==> src/rtl/types_pkg.sv <==
`default_nettype none
`timescale 1ns/1ps
// ============================================================================
// Package : types_pkg
// Brief   : Shared widths, type encodings, FSM states and request/response
//           structs for the GEMM operand load sequencer.
// Rev     : 1.0  initial release
// ============================================================================
package types_pkg;

    localparam int WORD_W       = 8;
    localparam int MAT_S_W      = 4;
    localparam int ROW_S_W      = 2;
    localparam int BITS_PER_ROW = 32;

    localparam int ROWS    = 2 ** ROW_S_W;
    localparam int NUM_REQ = 3 * ROWS;
    localparam int CNT_W   = ROW_S_W + 2;
    localparam int REQ_W   = WORD_W + MAT_S_W + ROW_S_W + 2;
    localparam int RSP_W   = BITS_PER_ROW + MAT_S_W + ROW_S_W + 2;

    localparam logic [1:0] TYPE_A = 2'b00;
    localparam logic [1:0] TYPE_B = 2'b01;
    localparam logic [1:0] TYPE_C = 2'b10;

    typedef enum logic [1:0] {
        IDLE  = 2'd0,
        ISSUE = 2'd1,
        DRAIN = 2'd2,
        DONE  = 2'd3
    } state_t;

    typedef struct packed {
        logic [1:0]         typ;
        logic [MAT_S_W-1:0] mat;
        logic [ROW_S_W-1:0] row;
        logic [WORD_W-1:0]  word;
    } req_t;

    typedef struct packed {
        logic [1:0]              typ;
        logic [MAT_S_W-1:0]      mat;
        logic [ROW_S_W-1:0]      row;
        logic [BITS_PER_ROW-1:0] data;
    } rsp_t;

    // Counter layout is {type, row}: the top two bits walk A, B, C.
    function automatic logic [1:0] type_of(input logic [CNT_W-1:0] cnt);
        return cnt[CNT_W-1 -: 2];
    endfunction

    function automatic logic [ROW_S_W-1:0] row_of(input logic [CNT_W-1:0] cnt);
        return cnt[ROW_S_W-1:0];
    endfunction

endpackage
`default_nettype wire

==> src/rtl/gemm_row_buf.sv <==
`default_nettype none
`timescale 1ns/1ps
// ============================================================================
// Module : gemm_row_buf
// Brief  : One-entry valid/ready output register for the systolic row stream.
// Rev    : 1.0  initial release
// ============================================================================
module gemm_row_buf
    import types_pkg::*;
(
    input  logic                    clk,
    input  logic                    rst,
    input  logic                    i_pushValid,
    input  logic [BITS_PER_ROW-1:0] i_pushData,
    input  logic [1:0]              i_pushType,
    input  logic [ROW_S_W-1:0]      i_pushIdx,
    output logic                    o_space,
    output logic                    o_valid,
    output logic [BITS_PER_ROW-1:0] o_data,
    output logic [1:0]              o_type,
    output logic [ROW_S_W-1:0]      o_idx,
    input  logic                    i_ready
);

    logic                    r_valid;
    logic [BITS_PER_ROW-1:0] r_data;
    logic [1:0]              r_type;
    logic [ROW_S_W-1:0]      r_idx;

    // A new row may land in the same cycle the current one is consumed.
    assign o_space = !r_valid || i_ready;

    always_ff @(posedge clk or posedge rst) begin
        if (rst) begin
            r_valid <= 1'b0;
            r_data  <= '0;
            r_type  <= '0;
            r_idx   <= '0;
        end else if (i_pushValid) begin
            r_valid <= 1'b1;
            r_data  <= i_pushData;
            r_type  <= i_pushType;
            r_idx   <= i_pushIdx;
        end else if (i_ready) begin
            r_valid <= 1'b0;
        end
    end

    assign o_valid = r_valid;
    assign o_data  = r_data;
    assign o_type  = r_type;
    assign o_idx   = r_idx;

endmodule
`default_nettype wire

==> src/rtl/gemm_load_sequencer.sv <==
`default_nettype none
`timescale 1ns/1ps
// ============================================================================
// Module : gemm_load_sequencer
// Brief  : Issues scratchpad row reads for operands A, B, C and streams the
//          returned rows to the systolic array, checking response tags.
// Rev    : 1.0  initial release
// ============================================================================
module gemm_load_sequencer
    import types_pkg::*;
(
    input  logic                    CLK,
    input  logic                    RST,
    input  logic                    start,
    input  logic [MAT_S_W-1:0]      mat_a,
    input  logic [MAT_S_W-1:0]      mat_b,
    input  logic [MAT_S_W-1:0]      mat_c,
    output logic                    busy,
    output logic                    done,
    output logic                    err,
    output logic                    rFIFO_WEN,
    output logic [REQ_W-1:0]        rFIFO_wdata,
    input  logic                    rFIFO_full,
    output logic                    gemmFIFO_REN,
    input  logic [RSP_W-1:0]        gemmFIFO_rdata,
    input  logic                    gemmFIFO_empty,
    output logic                    row_valid,
    output logic [BITS_PER_ROW-1:0] row_data,
    output logic [1:0]              row_type,
    output logic [ROW_S_W-1:0]      row_idx,
    input  logic                    row_ready
);

    localparam logic [CNT_W-1:0] c_NUM_REQ = CNT_W'(NUM_REQ);
    localparam logic [CNT_W-1:0] c_LAST    = CNT_W'(NUM_REQ - 1);

    state_t             r_state;
    state_t             w_stateNext;
    logic [MAT_S_W-1:0] r_matA;
    logic [MAT_S_W-1:0] r_matB;
    logic [MAT_S_W-1:0] r_matC;
    logic [CNT_W-1:0]   r_issueCnt;
    logic [CNT_W-1:0]   r_rcvCnt;
    logic               r_err;

    logic               w_startAcc;
    logic               w_wen;
    logic               w_ren;
    logic               w_space;
    logic               w_tagBad;
    logic [1:0]         w_reqType;
    logic [MAT_S_W-1:0] w_reqMat;
    logic [1:0]         w_expType;
    logic [MAT_S_W-1:0] w_expMat;
    req_t               w_req;
    rsp_t               w_rsp;

    assign w_startAcc = (r_state == IDLE) && start;

    // ------------------------------------------------------------------
    // Request side
    // ------------------------------------------------------------------
    assign w_reqType = type_of(r_issueCnt);
    assign w_expType = type_of(r_rcvCnt);

    always_comb begin
        w_reqMat = r_matC;
        w_expMat = r_matC;
        case (w_reqType)
            TYPE_A:  w_reqMat = r_matA;
            TYPE_B:  w_reqMat = r_matB;
            default: w_reqMat = r_matC;
        endcase
        case (w_expType)
            TYPE_A:  w_expMat = r_matA;
            TYPE_B:  w_expMat = r_matB;
            default: w_expMat = r_matC;
        endcase
    end

    always_comb begin
        w_req      = '0;
        w_req.typ  = w_reqType;
        w_req.mat  = w_reqMat;
        w_req.row  = row_of(r_issueCnt);
        w_req.word = '0;
    end

    assign w_wen       = (r_state == ISSUE) && !rFIFO_full && (r_issueCnt != c_NUM_REQ);
    assign rFIFO_WEN   = w_wen;
    assign rFIFO_wdata = (r_state == ISSUE) ? w_req : '0;

    // ------------------------------------------------------------------
    // Response side: pop only while a load is active, never from IDLE
    // ------------------------------------------------------------------
    assign w_rsp        = gemmFIFO_rdata;
    assign w_ren        = (r_state != IDLE) && !gemmFIFO_empty && w_space
                          && (r_rcvCnt < c_NUM_REQ);
    assign gemmFIFO_REN = w_ren;

    assign w_tagBad = w_ren &&
                      ({w_rsp.typ, w_rsp.mat, w_rsp.row} !=
                       {w_expType, w_expMat, row_of(r_rcvCnt)});

    gemm_row_buf u_rowBuf (
        .clk         (CLK),
        .rst         (RST),
        .i_pushValid (w_ren),
        .i_pushData  (w_rsp.data),
        .i_pushType  (w_rsp.typ),
        .i_pushIdx   (w_rsp.row),
        .o_space     (w_space),
        .o_valid     (row_valid),
        .o_data      (row_data),
        .o_type      (row_type),
        .o_idx       (row_idx),
        .i_ready     (row_ready)
    );

    // ------------------------------------------------------------------
    // Counters, operand IDs and sticky error
    // ------------------------------------------------------------------
    always_ff @(posedge CLK or posedge RST) begin
        if (RST) begin
            r_matA     <= '0;
            r_matB     <= '0;
            r_matC     <= '0;
            r_issueCnt <= '0;
            r_rcvCnt   <= '0;
            r_err      <= 1'b0;
        end else if (w_startAcc) begin
            r_matA     <= mat_a;
            r_matB     <= mat_b;
            r_matC     <= mat_c;
            r_issueCnt <= '0;
            r_rcvCnt   <= '0;
            r_err      <= 1'b0;
        end else begin
            if (w_wen) begin
                r_issueCnt <= r_issueCnt + 1'b1;
            end
            if (w_ren) begin
                r_rcvCnt <= r_rcvCnt + 1'b1;
            end
            if (w_tagBad) begin
                r_err <= 1'b1;
            end
        end
    end

    assign err = r_err;

    // ------------------------------------------------------------------
    // Control FSM
    // ------------------------------------------------------------------
    always_ff @(posedge CLK or posedge RST) begin
        if (RST) begin
            r_state <= IDLE;
        end else begin
            r_state <= w_stateNext;
        end
    end

    always_comb begin
        w_stateNext = r_state;
        busy        = 1'b0;
        done        = 1'b0;
        case (r_state)
            IDLE: begin
                if (start) begin
                    w_stateNext = ISSUE;
                end
            end
            ISSUE: begin
                busy = 1'b1;
                if (w_wen && (r_issueCnt == c_LAST)) begin
                    w_stateNext = DRAIN;
                end
            end
            DRAIN: begin
                busy = 1'b1;
                if ((r_rcvCnt == c_NUM_REQ) && !row_valid) begin
                    w_stateNext = DONE;
                end
            end
            DONE: begin
                done        = 1'b1;
                w_stateNext = IDLE;
            end
            default: w_stateNext = IDLE;
        endcase
    end

endmodule
`default_nettype wire

==> config.mk <==
export PLATFORM = sky130hd
export DESIGN_NAME = gemm_load_sequencer
export DESIGN_NICKNAME = d
export VERILOG_FILES = /design/src/rtl/types_pkg.sv /design/src/rtl/gemm_row_buf.sv /design/src/rtl/gemm_load_sequencer.sv
export SDC_FILE = /design/constraint.sdc
export NUM_CORES = 1
export LEC_CHECK = 0
export BUFFER_PORTS_ARGS = -buffer_cell sky130_fd_sc_hd__buf_2
export CORE_ASPECT_RATIO = 1.4
export CORE_UTILIZATION = 23
export DETAILED_ROUTE_END_ITERATION = 10
export GPL_ROUTABILITY_DRIVEN = 0
export PLACE_DENSITY = 0.51
export SETUP_SLACK_MARGIN = 0.5
export SLEW_MARGIN = 15
export SYNTH_ARGS = -nofsm -noshare
export SYNTH_HDL_FRONTEND = slang
export SYNTH_SLANG_ARGS = --single-unit
==> constraint.sdc <==
create_clock -name CLK -period 6.6 [get_ports CLK]
set_clock_uncertainty 0.05 [all_clocks]
set_input_delay 1.98 -clock CLK [delete_from_list [all_inputs] [get_ports CLK]]
set_output_delay 1.98 -clock CLK [all_outputs]
set_load 0.02 [all_outputs]
==> results.ini, run 1 <==
[status]
status = finished, final reports clean

[final_layout]
final_cell_mix = nand2_1, buf_2, dfrtp_1, inv_1, mux2_2
fin_area_um2 = 3839
final_nets = 482
final_common_cell = nand2_1
drive_gt1_share_pct = 33.49
area_delta_synth_final_pct = 33.45
diodes = 0

[routing]
drtIter0Drc = 53
routedWlPerCell_um = 12.72
wl_um = 7264
num_vias = 2390
antenna_left = 0
firstDrtPassIters = 4
drc = 0
viasPerCell = 4.186

[clocking]
clkTransAtPathRegs_ns = 0.05
cts_setup_buffers = 0
ctsResizeCount = 0
htree_levels = 3
clock_tree.buffer_depth = 2
holdBufCountCts = 0
clock_sinks = 60
cts_tree = done
clk_latency_ns = 0.32
cts_buffers = 9
clockRootBuffer = clkbuf_16

[synth]
syn_avg_cell_area_um2 = 9.249
ys_seq_area_share_pct = 52.20
ys_ff_latch = 60
yosysWarnings = 0
syn_area_um2 = 2877
yosys.area.top_type_share_pct = 52.20
ys_types = 35
synth_top_cell_by_area = dfrtp_1
netlist_instances = 311
netlist_top_cells_area = dfrtp_1, nand2_1, mux2_2, ha_1, mux2i_1

[die]
coreArea_um2 = 12250
die_area_um2 = 12960
initial_core_util_pct = 23.48
io_pins = 116
die_x_um = 96.52
die_h_um = 134.3
row_count = 48

[hold_path]
hold_start = u_rowBuf.o_idx[1]
hold_class = reg -> reg

[setup_path]
worstPathArrival_ns = 2.70
startpoint_type = input port
worstPathRequired_ns = 4.57
r2r_start = r_state[0]
crit_slowest_cell = nor2b_1
crit_type = in -> out
end_kind = output pin
ff2ff_setup_slack_ns = 4.51
slowest_delay_ns = 0.23
cp_cell_sequence = buf_2 > nor2b_1 > nand2_1 > inv_1 > buf_2
worst-path-stages = 5
timing.rr.end = r_matC[3]
critical_path_buf_inv_count = 3
rr_worst_depth = 4
crit_path_start = rFIFO_full
crit_end = rFIFO_WEN
crit_top_cell = buf_2
path_delay_family = simple AND/OR/NAND/NOR gates
crit_fanout = 4

[global_routing]
grt_pass1_vias = 2337
grt_pass1_wl_um = 11520
antenna_found_initial = 0
grt.total_usage_pct = 11.77
grt_max_degree = 61
overflow = 0

[placement]
dp_hpwl_um = 5157
post-place-ws_ns = 1.871
numPortBuffers = 107
place_area_um2 = 3522

[timing]
fin_crit_sh_pct = 71.72
fin_crit_ns = 4.734
postLayoutSetupSlackWorst_ns = 1.866
tightest_slew_ns = 0.9326
fmax_ghz = 0.2113
drv_slew = 0
holdWs_ns = 0.4181
final_hold_viol_count = 0
fin_tns_setup_ns = 0
setup_viol = 0
rsz0062_at_grt = no
slew_headroom_pct = 37.83

[power]
power.density_nw_per_um2 = 510.2
p_total_mw = 1.959
vdd_ir_drop_max_uv = 123.4
p_leak_nw = 2.046

[run]
max-cap-violations = 0

## how the worst min path moves through the flow
stage | to | slack (ns) | cells past startpoint
finish | u_rowBuf.o_idx[1] | 0.42 | 2
global route | u_rowBuf.o_data[17] | 0.44 | 2
detailed placement | u_rowBuf.o_data[1] | 0.41 | 2
floorplan | r_matA[0] | 0.45 | 1
CTS | u_rowBuf.o_data[1] | 0.42 | 2
global placement | u_rowBuf.o_data[9] | 0.40 | 2
## synth_stat cells
| cell | n |
|---|---|
| mux2i_1 | 10 |
| a21oi_1 | 2 |
| buf_4 | 8 |
| nand2_1 | 122 |
| nand2b_1 | 1 |
| dfrtp_1 | 60 |
| a41oi_1 | 1 |
| mux2_2 | 11 |
| conb_1 | 1 |
| o211ai_1 | 1 |
| nor4_1 | 1 |
| xnor2_1 | 6 |
| and3_1 | 1 |
| a222oi_1 | 1 |
| nand4b_1 | 1 |
| a311oi_1 | 1 |
| and2_1 | 9 |
| xor2_1 | 3 |
| a211oi_1 | 3 |
| ha_1 | 8 |
| o21ai_0 | 6 |
| nor2_2 | 1 |
| mux2_1 | 1 |
| nand3_1 | 7 |
| clkbuf_1 | 8 |
| nor2_1 | 9 |
| a31o_2 | 1 |
| inv_1 | 12 |
| buf_2 | 6 |
| o211a_1 | 2 |
| buf_6 | 1 |
| nand4_1 | 1 |
| nor3b_1 | 1 |
| nor3_1 | 1 |
| nor2b_1 | 3 |
## cell type report
class	instances	area [um2]
multi-input combinational	223	1230
sequential	60	1501
inverter	12	45.04
fill	1312	8413
timing repair buffer	110	558.0
tap	150	187.7
clock inverter	7	91.34
clock buffer	9	225.2
## flip-flops by register name, indices dropped and copies added, names as in the netlist
signal and cells:
u_rowBuf.o_type 2, err 1, u_rowBuf.o_idx 2, u_rowBuf.o_valid 1, u_rowBuf.o_data 32, r_matA 4, r_matC 4, r_issueCnt 4
r_matB 4, r_rcvCnt 4, r_state 2
## power breakdown
group          internal, mW  switching [mW]  total, mW
combinational         0.303           0.482      0.785
sequential            0.543           0.135      0.678
clock                 0.329           0.167      0.496
## worst min-delay path, delay by kind of cell (launching register included)
family	cells	cell delay, ns
simple gates	2	0.10
flops	1	0.33
## routing by layer
layer  part of all wire, %  track usage, %
met5                     0               0
met3                   4.2           2.834
met1                    43           13.80
met2                    52           20.11
met4                   1.2           4.902
## kinds of logic (layout without fill, tap and decap cells)
logic type	after synthesis	count (layout)	share of synthesized area, %
other	1	8	0.1304
and+or+nand+nor	158	158	22.75
adders and majority gates	8	8	3.480
muxes	22	22	8.178
AOI/OAI and AO/OA	18	18	4.394
xor gates and xnor gates	9	9	2.740
buffers and inverters	35	138	6.133
DFF	60	60	52.20
## stage by stage
step	cells	util [%]
detailed placement	555	28.75
global placement	555	28.75
CTS	571	31.33
floorplan	318	-
finish	571	31.33
global route	571	31.33
No activity file was read; power rests on OpenSTA's default activity.
==> run 2: changes to the inputs <==
- ABC_AREA: not set -> 1
- clock period: 6.6 -> 4.9 ns (I/O delays scaled with it)
==> run 2 against run 1 <==
The run now ends with DRC left; synthesized cell count increased by 20%; via count up 10%; synthesized area grew 3.5%; cell count is 11% higher; sequential cell count unchanged; clock power rose by 27%; total power increased by 33%; combinational power is 38% higher; critical path depth unchanged; largest power group unchanged; highest routed layer unchanged.
==> results.ini, run 2 <==
[setup_path]
startpoint_type = input port
timing.rr.end = r_matB[1]
crit_top_cell = buf_2
ff2ff_setup_slack_ns = 2.87  ; -1.64 ns
crit_slowest_cell = buf_2
critical_path_buf_inv_count = 3  ; unchanged
worstPathRequired_ns = 3.38  ; -1.19 ns
end_kind = output pin
worstPathArrival_ns = 2.07  ; -0.63 ns
rr_worst_depth = 5  ; +1
cp_cell_sequence = buf_2 > nor2_1 > nand3_2 > inv_2 > buf_2
r2r_start = r_state[0]
crit_fanout = 2  ; -2
path_delay_family = buffers and inverters
crit_type = in -> out
slowest_delay_ns = 0.16  ; -0.07 ns

[die]
die_h_um = 136.6  ; +1.7%
die_x_um = 98.17  ; +1.7%
row_count = 48  ; unchanged
coreArea_um2 = 12490  ; +2.0%
initial_core_util_pct = 23.84  ; +0.36 points
die_area_um2 = 13410  ; +3.5%
io_pins = 116  ; unchanged

[power]
swShare_pct = 42.98  ; +3.0 points
p_leak_nw = 2.229  ; +8.9%
combPwrFrac_pct = 41.6  ; +1.5 points
p_clk_share_pct = 24.2  ; -1.1 points
power.switching_mw = 1.118  ; +43%
vdd_ir_drop_max_uv = 245.9  ; +99%
p_seq_share_pct = 34.2  ; -0.4 points
internal-power_mw = 1.483  ; +26%
power.density_nw_per_um2 = 668.3  ; +31%

[routing]
wl_um = 7652  ; +5.3%
firstDrtPassIters = 11  ; +7
drtIter0Drc = 104  ; +96%
viasPerCell = 4.148  ; -0.89%
routedWlPerCell_um = 12.07  ; -5.1%
num_vias = 2630  ; +10%
antenna_left = 0  ; unchanged
drc = 4  ; +4

[timing]
drv_slew = 0  ; unchanged
fin_crit_sh_pct = 73.30
fin_tns_setup_ns = 0  ; unchanged
fin_crit_ns = 3.592
postLayoutSetupSlackWorst_ns = 1.308  ; -0.5583 ns
fmax_ghz = 0.2784
setup_viol = 0  ; unchanged
final_hold_viol_count = 0  ; unchanged
slew_headroom_pct = 47.41  ; +9.6 points
holdWs_ns = 0.4231  ; +0.005037 ns
tightest_slew_ns = 0.7877  ; -0.1449 ns
rsz0062_at_grt = no

[synth]
synth_top_cell_by_area = dfrtp_1
yosysWarnings = 0  ; unchanged
netlist_top_cells_area = dfrtp_1, nand2_1, inv_1, ha_1, buf_4
syn_avg_cell_area_um2 = 7.962  ; -14%
ys_ff_latch = 60  ; unchanged
netlist_instances = 374  ; +20%
synth-edff-count = 0  ; unchanged
ys_types = 28  ; -20%
synthFlopType = dfrtp_1
async_reset_ff_share_pct = 100.0  ; unchanged
syn_area_um2 = 2978  ; +3.5%
ys_seq_area_share_pct = 50.42  ; -1.8 points
yosys.area.top_type_share_pct = 50.42  ; -1.8 points
synthTopCellsByCount = nand2_1, dfrtp_1, inv_1
yosysMostFrequentCell = nand2_1

[global_routing]
grt.total_usage_pct = 12.13  ; +0.36 points
grt_max_degree = 41  ; -33%
grt_pass1_vias = 2540  ; +8.7%
grt_pass1_wl_um = 12480  ; +8.4%
antenna_found_initial = 0  ; unchanged
overflow = 0  ; unchanged

[hold_path]
hold_start = u_rowBuf.o_data[8]
holdPathEnd = u_rowBuf.o_data[8]
hold_class = reg -> reg
whs_path_depth = 2  ; unchanged

[clocking]
cts_buffers = 9  ; unchanged
cts_setup_buffers = 0  ; unchanged
clockRootBuffer = clkbuf_16
holdBufCountCts = 0  ; unchanged
clock_sinks = 60  ; unchanged
htree_levels = 3  ; unchanged
ctsResizeCount = 0  ; unchanged
clk_latency_ns = 0.32  ; about the same
cts_tree = done
clock_tree.buffer_depth = 2  ; unchanged
clkTransAtPathRegs_ns = 0.05  ; about the same

[final_layout]
drive_gt1_share_pct = 28.78  ; -4.7 points
num-fill-cells = 1360  ; +3.7%
largest_reg_flops = 32  ; unchanged
final_common_cell = nand2_1
final_cell_mix = nand2_1, buf_2, dfrtp_1, inv_1, o21ai_0
final_nets = 544  ; +13%
area_delta_synth_final_pct = 30.67
final_cells = 634  ; +11%

[placement]
dp_hpwl_um = 5619  ; +9.0%
numPortBuffers = 107  ; unchanged
post-place-ws_ns = 1.272  ; -0.5996 ns
place_inst = 617  ; +11%

[run]
max-cap-violations = 0  ; unchanged

[status]
violations = DRC
status = finished with violations

run 2: cell types whose count changed after synthesis, sizes merged, moves of 10 or more:
cell	change
nand2	+50
inv	+27
o21ai	+14
mux2i	-10
nand3	+11
mux2	-12
run 2: final cells by class:
cell class,instances,area (um2),share of cell area (%)
Sequential cell,60,1501,38.59
Multi-Input combinational cell,257,1190,30.58
Timing Repair Buffer,110,558.0,14.34
Clock buffer,9,225.2,5.788
Tap cell,150,187.7,4.823
Inverter,40,151.4,3.891
Clock inverter,7,75.07,1.929
Antenna cell,1,2.502,0.06431
run 2: power groups by stage:
stage,Combinational [mW],Sequential [mW],Clock [mW]
after detailed placement,1.11,0.888,0
after global routing,1.22,0.921,0.677
after CTS,1.11,0.888,0.657
after global placement,1.09,0.889,0
final,1.08,0.889,0.630
after floorplan,0.620,1.03,0
run 2: routing by layer:
layer  part of all wire, %  global-route usage [%]  up-vias  wire length (um)
li1                      -                       -     1342                 -
met1                    42                   13.68     1198              3192
met2                    51                   21.24       82              3879
met3                   6.1                   3.575        8               469
met4                   1.5                   5.307        0               111
met5                     0                       0        -                 0
run 2: how the worst max path moves through the flow:
stage / start / to / slack [ns] / cells past startpoint
global placement: gemmFIFO_empty / gemmFIFO_REN / 1.27 / 5
finish: gemmFIFO_empty / gemmFIFO_REN / 1.31 / 5
CTS: gemmFIFO_empty / gemmFIFO_REN / 1.27 / 5
global route: gemmFIFO_empty / gemmFIFO_REN / 1.26 / 5
detailed placement: gemmFIFO_empty / gemmFIFO_REN / 1.27 / 5
floorplan: gemmFIFO_empty / gemmFIFO_REN / 1.40 / 4
run 2: tightest hold or removal path: stages, from the launching register on:
cell and delay, ns:
dfrtp_1 0.34, nand2_1 0.05, nand2_1 0.05
run 2: metrics by stage:
step,cell area (um2),power [mW],utilization (%)
floorplan,3004,1.655,-
global placement,3588,1.974,28.73
global route,3889,2.822,31.13
CTS,3889,2.654,31.13
finish,3891,2.601,31.15
detailed placement,3588,1.998,28.73
run 2: kinds of logic after synthesis:
family          count (synthesis)  share of synthesized area [%]
compound gates                 28                          5.420
other cells                     1                         0.1259
buf+inv                        64                          10.50
flops                          60                          50.42
fa+ha+maj                       8                          3.361
xor+xnor                        2                         0.5883
simple gates                  211                          29.58
==> run 3: changes to the inputs <==
- clock period: 4.9 -> 3.35 ns (I/O delays scaled with it)
==> run 3 against run 2 <==
The run still ends with DRC left; sequential power rose by 46%; setup slack got worse by 0.62 ns; worst hold slack is essentially flat; sequential cell count unchanged; clock power grew 43%; critical endpoint is now rFIFO_wdata[10].
==> results.ini, run 3 (synthesis gave the netlist of run 2 again) <==
[status]
status = finished with violations
violations = DRC

[final_layout]
largest_reg_flops = 32  ; unchanged
drive_gt1_share_pct = 29.05  ; +0.27 points
final_cell_mix = nand2_1, buf_2, dfrtp_1, inv_1, o21ai_0
fin_area_um2 = 3884  ; -0.19%
diodes = 0  ; -1
final_common_cell = nand2_1
area_delta_synth_final_pct = 30.42
final_nets = 544  ; unchanged

[die]
coreArea_um2 = 12490  ; unchanged
die_x_um = 98.17  ; unchanged
die_area_um2 = 13410  ; unchanged
initial_core_util_pct = 23.84  ; unchanged
row_count = 48  ; unchanged
io_pins = 116  ; unchanged
die_h_um = 136.6  ; unchanged

[power]
vdd_ir_drop_max_uv = 298.3  ; +21%
power.density_nw_per_um2 = 975.6  ; +46%
p_leak_nw = 2.221  ; -0.35%
p_total_mw = 3.789  ; +46%

[routing]
viasPerCell = 4.160  ; +0.28%
antenna_left = 0  ; unchanged
drc = 7  ; +3
firstDrtPassIters = 7  ; -4
wl_um = 7693  ; +0.54%
num_vias = 2629  ; -0.038%
drtIter0Drc = 101  ; -2.9%
routedWlPerCell_um = 12.17  ; +0.85%

[clocking]
holdBufCountCts = 0  ; unchanged
cts_buffers = 9  ; unchanged
clock_sinks = 60  ; unchanged
ctsResizeCount = 0  ; unchanged
cts_tree = done
cts_setup_buffers = 0  ; unchanged
clkTransAtPathRegs_ns = 0.05  ; about the same
clock_tree.buffer_depth = 2  ; unchanged
htree_levels = 3  ; unchanged
clockRootBuffer = clkbuf_16
clk_latency_ns = 0.32  ; about the same

[timing]
tightest_slew_ns = 0.7875  ; -0.0002304 ns
final_hold_viol_count = 0  ; unchanged
fmax_ghz = 0.3760
holdWs_ns = 0.4236  ; +0.0004730 ns
fin_crit_ns = 2.660
slew_headroom_pct = 47.50  ; +0.092 points
fin_crit_sh_pct = 79.39
fin_tns_setup_ns = 0  ; unchanged
drv_slew = 0  ; unchanged
rsz0062_at_grt = no
postLayoutSetupSlackWorst_ns = 0.6903  ; -0.6178 ns
setup_viol = 0  ; unchanged

[hold_path]
hold_class = reg -> reg
whs_path_depth = 2  ; unchanged
hold_start = u_rowBuf.o_data[1]
holdPathEnd = u_rowBuf.o_data[1]

[setup_path]
timing.rr.end = r_matB[1]
startpoint_type = flop
end_kind = output pin
ff2ff_setup_slack_ns = 1.35  ; -1.52 ns
worstPathArrival_ns = 1.60  ; -0.47 ns
crit_type = reg -> out
worstPathRequired_ns = 2.29  ; -1.09 ns
rr_worst_depth = 5  ; unchanged
r2r_start = r_state[0]
crit_fanout = 8  ; +6

[placement]
numPortBuffers = 107  ; unchanged
dp_hpwl_um = 5581  ; -0.68%
place_area_um2 = 3588  ; unchanged
post-place-ws_ns = 0.6527  ; -0.6190 ns

[global_routing]
grt_pass1_vias = 2642  ; +4.0%
grt.total_usage_pct = 12.47  ; +0.34 points
grt_max_degree = 61  ; +49%
antenna_found_initial = 0  ; unchanged
overflow = 0  ; unchanged
grt_pass1_wl_um = 13010  ; +4.2%

[run]
max-cap-violations = 0  ; unchanged

-- run 3: cell count changes in the layout (fill, tap and decap cells not counted) --
cell | before | now
dfrtp_1 | 60 | 59
diode_2 | 1 | 0
ha_2 | 0 | 1
ha_1 | 8 | 7
inv_6 | 1 | 0
dfrtp_2 | 0 | 1
-- run 3: worst max path at each step --
stage	startpoint	endpoint	slack (ns)	cells after the start
4_1_cts	r_state[1]	rFIFO_wdata[10]	0.54	5
2_1_floorplan	gemmFIFO_empty	gemmFIFO_REN	0.78	4
6_report	r_issueCnt[3]	rFIFO_wdata[10]	0.69	6
3_5_place_dp	gemmFIFO_empty	gemmFIFO_REN	0.65	5
3_3_place_gp	gemmFIFO_empty	gemmFIFO_REN	0.66	5
5_1_grt	r_issueCnt[3]	rFIFO_wdata[10]	0.52	6
-- run 3: per-layer routing --
| metal | part of all wire (%) | track usage (%) | up-vias |
|---|---|---|---|
| met5 | 0 | 0 | - |
| met4 | 1.2 | 4.478 | 0 |
| met3 | 6.6 | 3.524 | 7 |
| met2 | 51 | 22.73 | 82 |
| met1 | 41 | 13.82 | 1204 |
| li1 | - | - | 1336 |
-- run 3: through the flow --
step           cells  utilization, %
3_5_place_dp     617           28.73
2_1_floorplan    381               -
5_1_grt          632           31.09
6_report         632           31.09
3_3_place_gp     617           28.73
4_1_cts          632           31.06
-- run 3: where the power goes --
part	switching [mW]	internal, mW
Sequential	0.240	1.06
Combinational	1.05	0.534
Clock	0.331	0.570
-- run 3: worst max-delay path: stages, from the launching register on --
cell and delay (ns):
dfrtp_2 0.47, inv_1 0.18, nand2_1 0.14, o21ai_0 0.17, o21ai_0 0.10, inv_1 0.07, buf_2 0.15
-- run 3: area by class of cell --
cell class | instances | area, um2
multi-input cells | 257 | 1192
fillers | 1367 | 8608
inverters | 40 | 151.4
flip-flops and latches | 60 | 1503
repair buffers | 110 | 558.0
clock buffers | 9 | 225.2
clock inverters | 6 | 66.31
well taps | 150 | 187.7
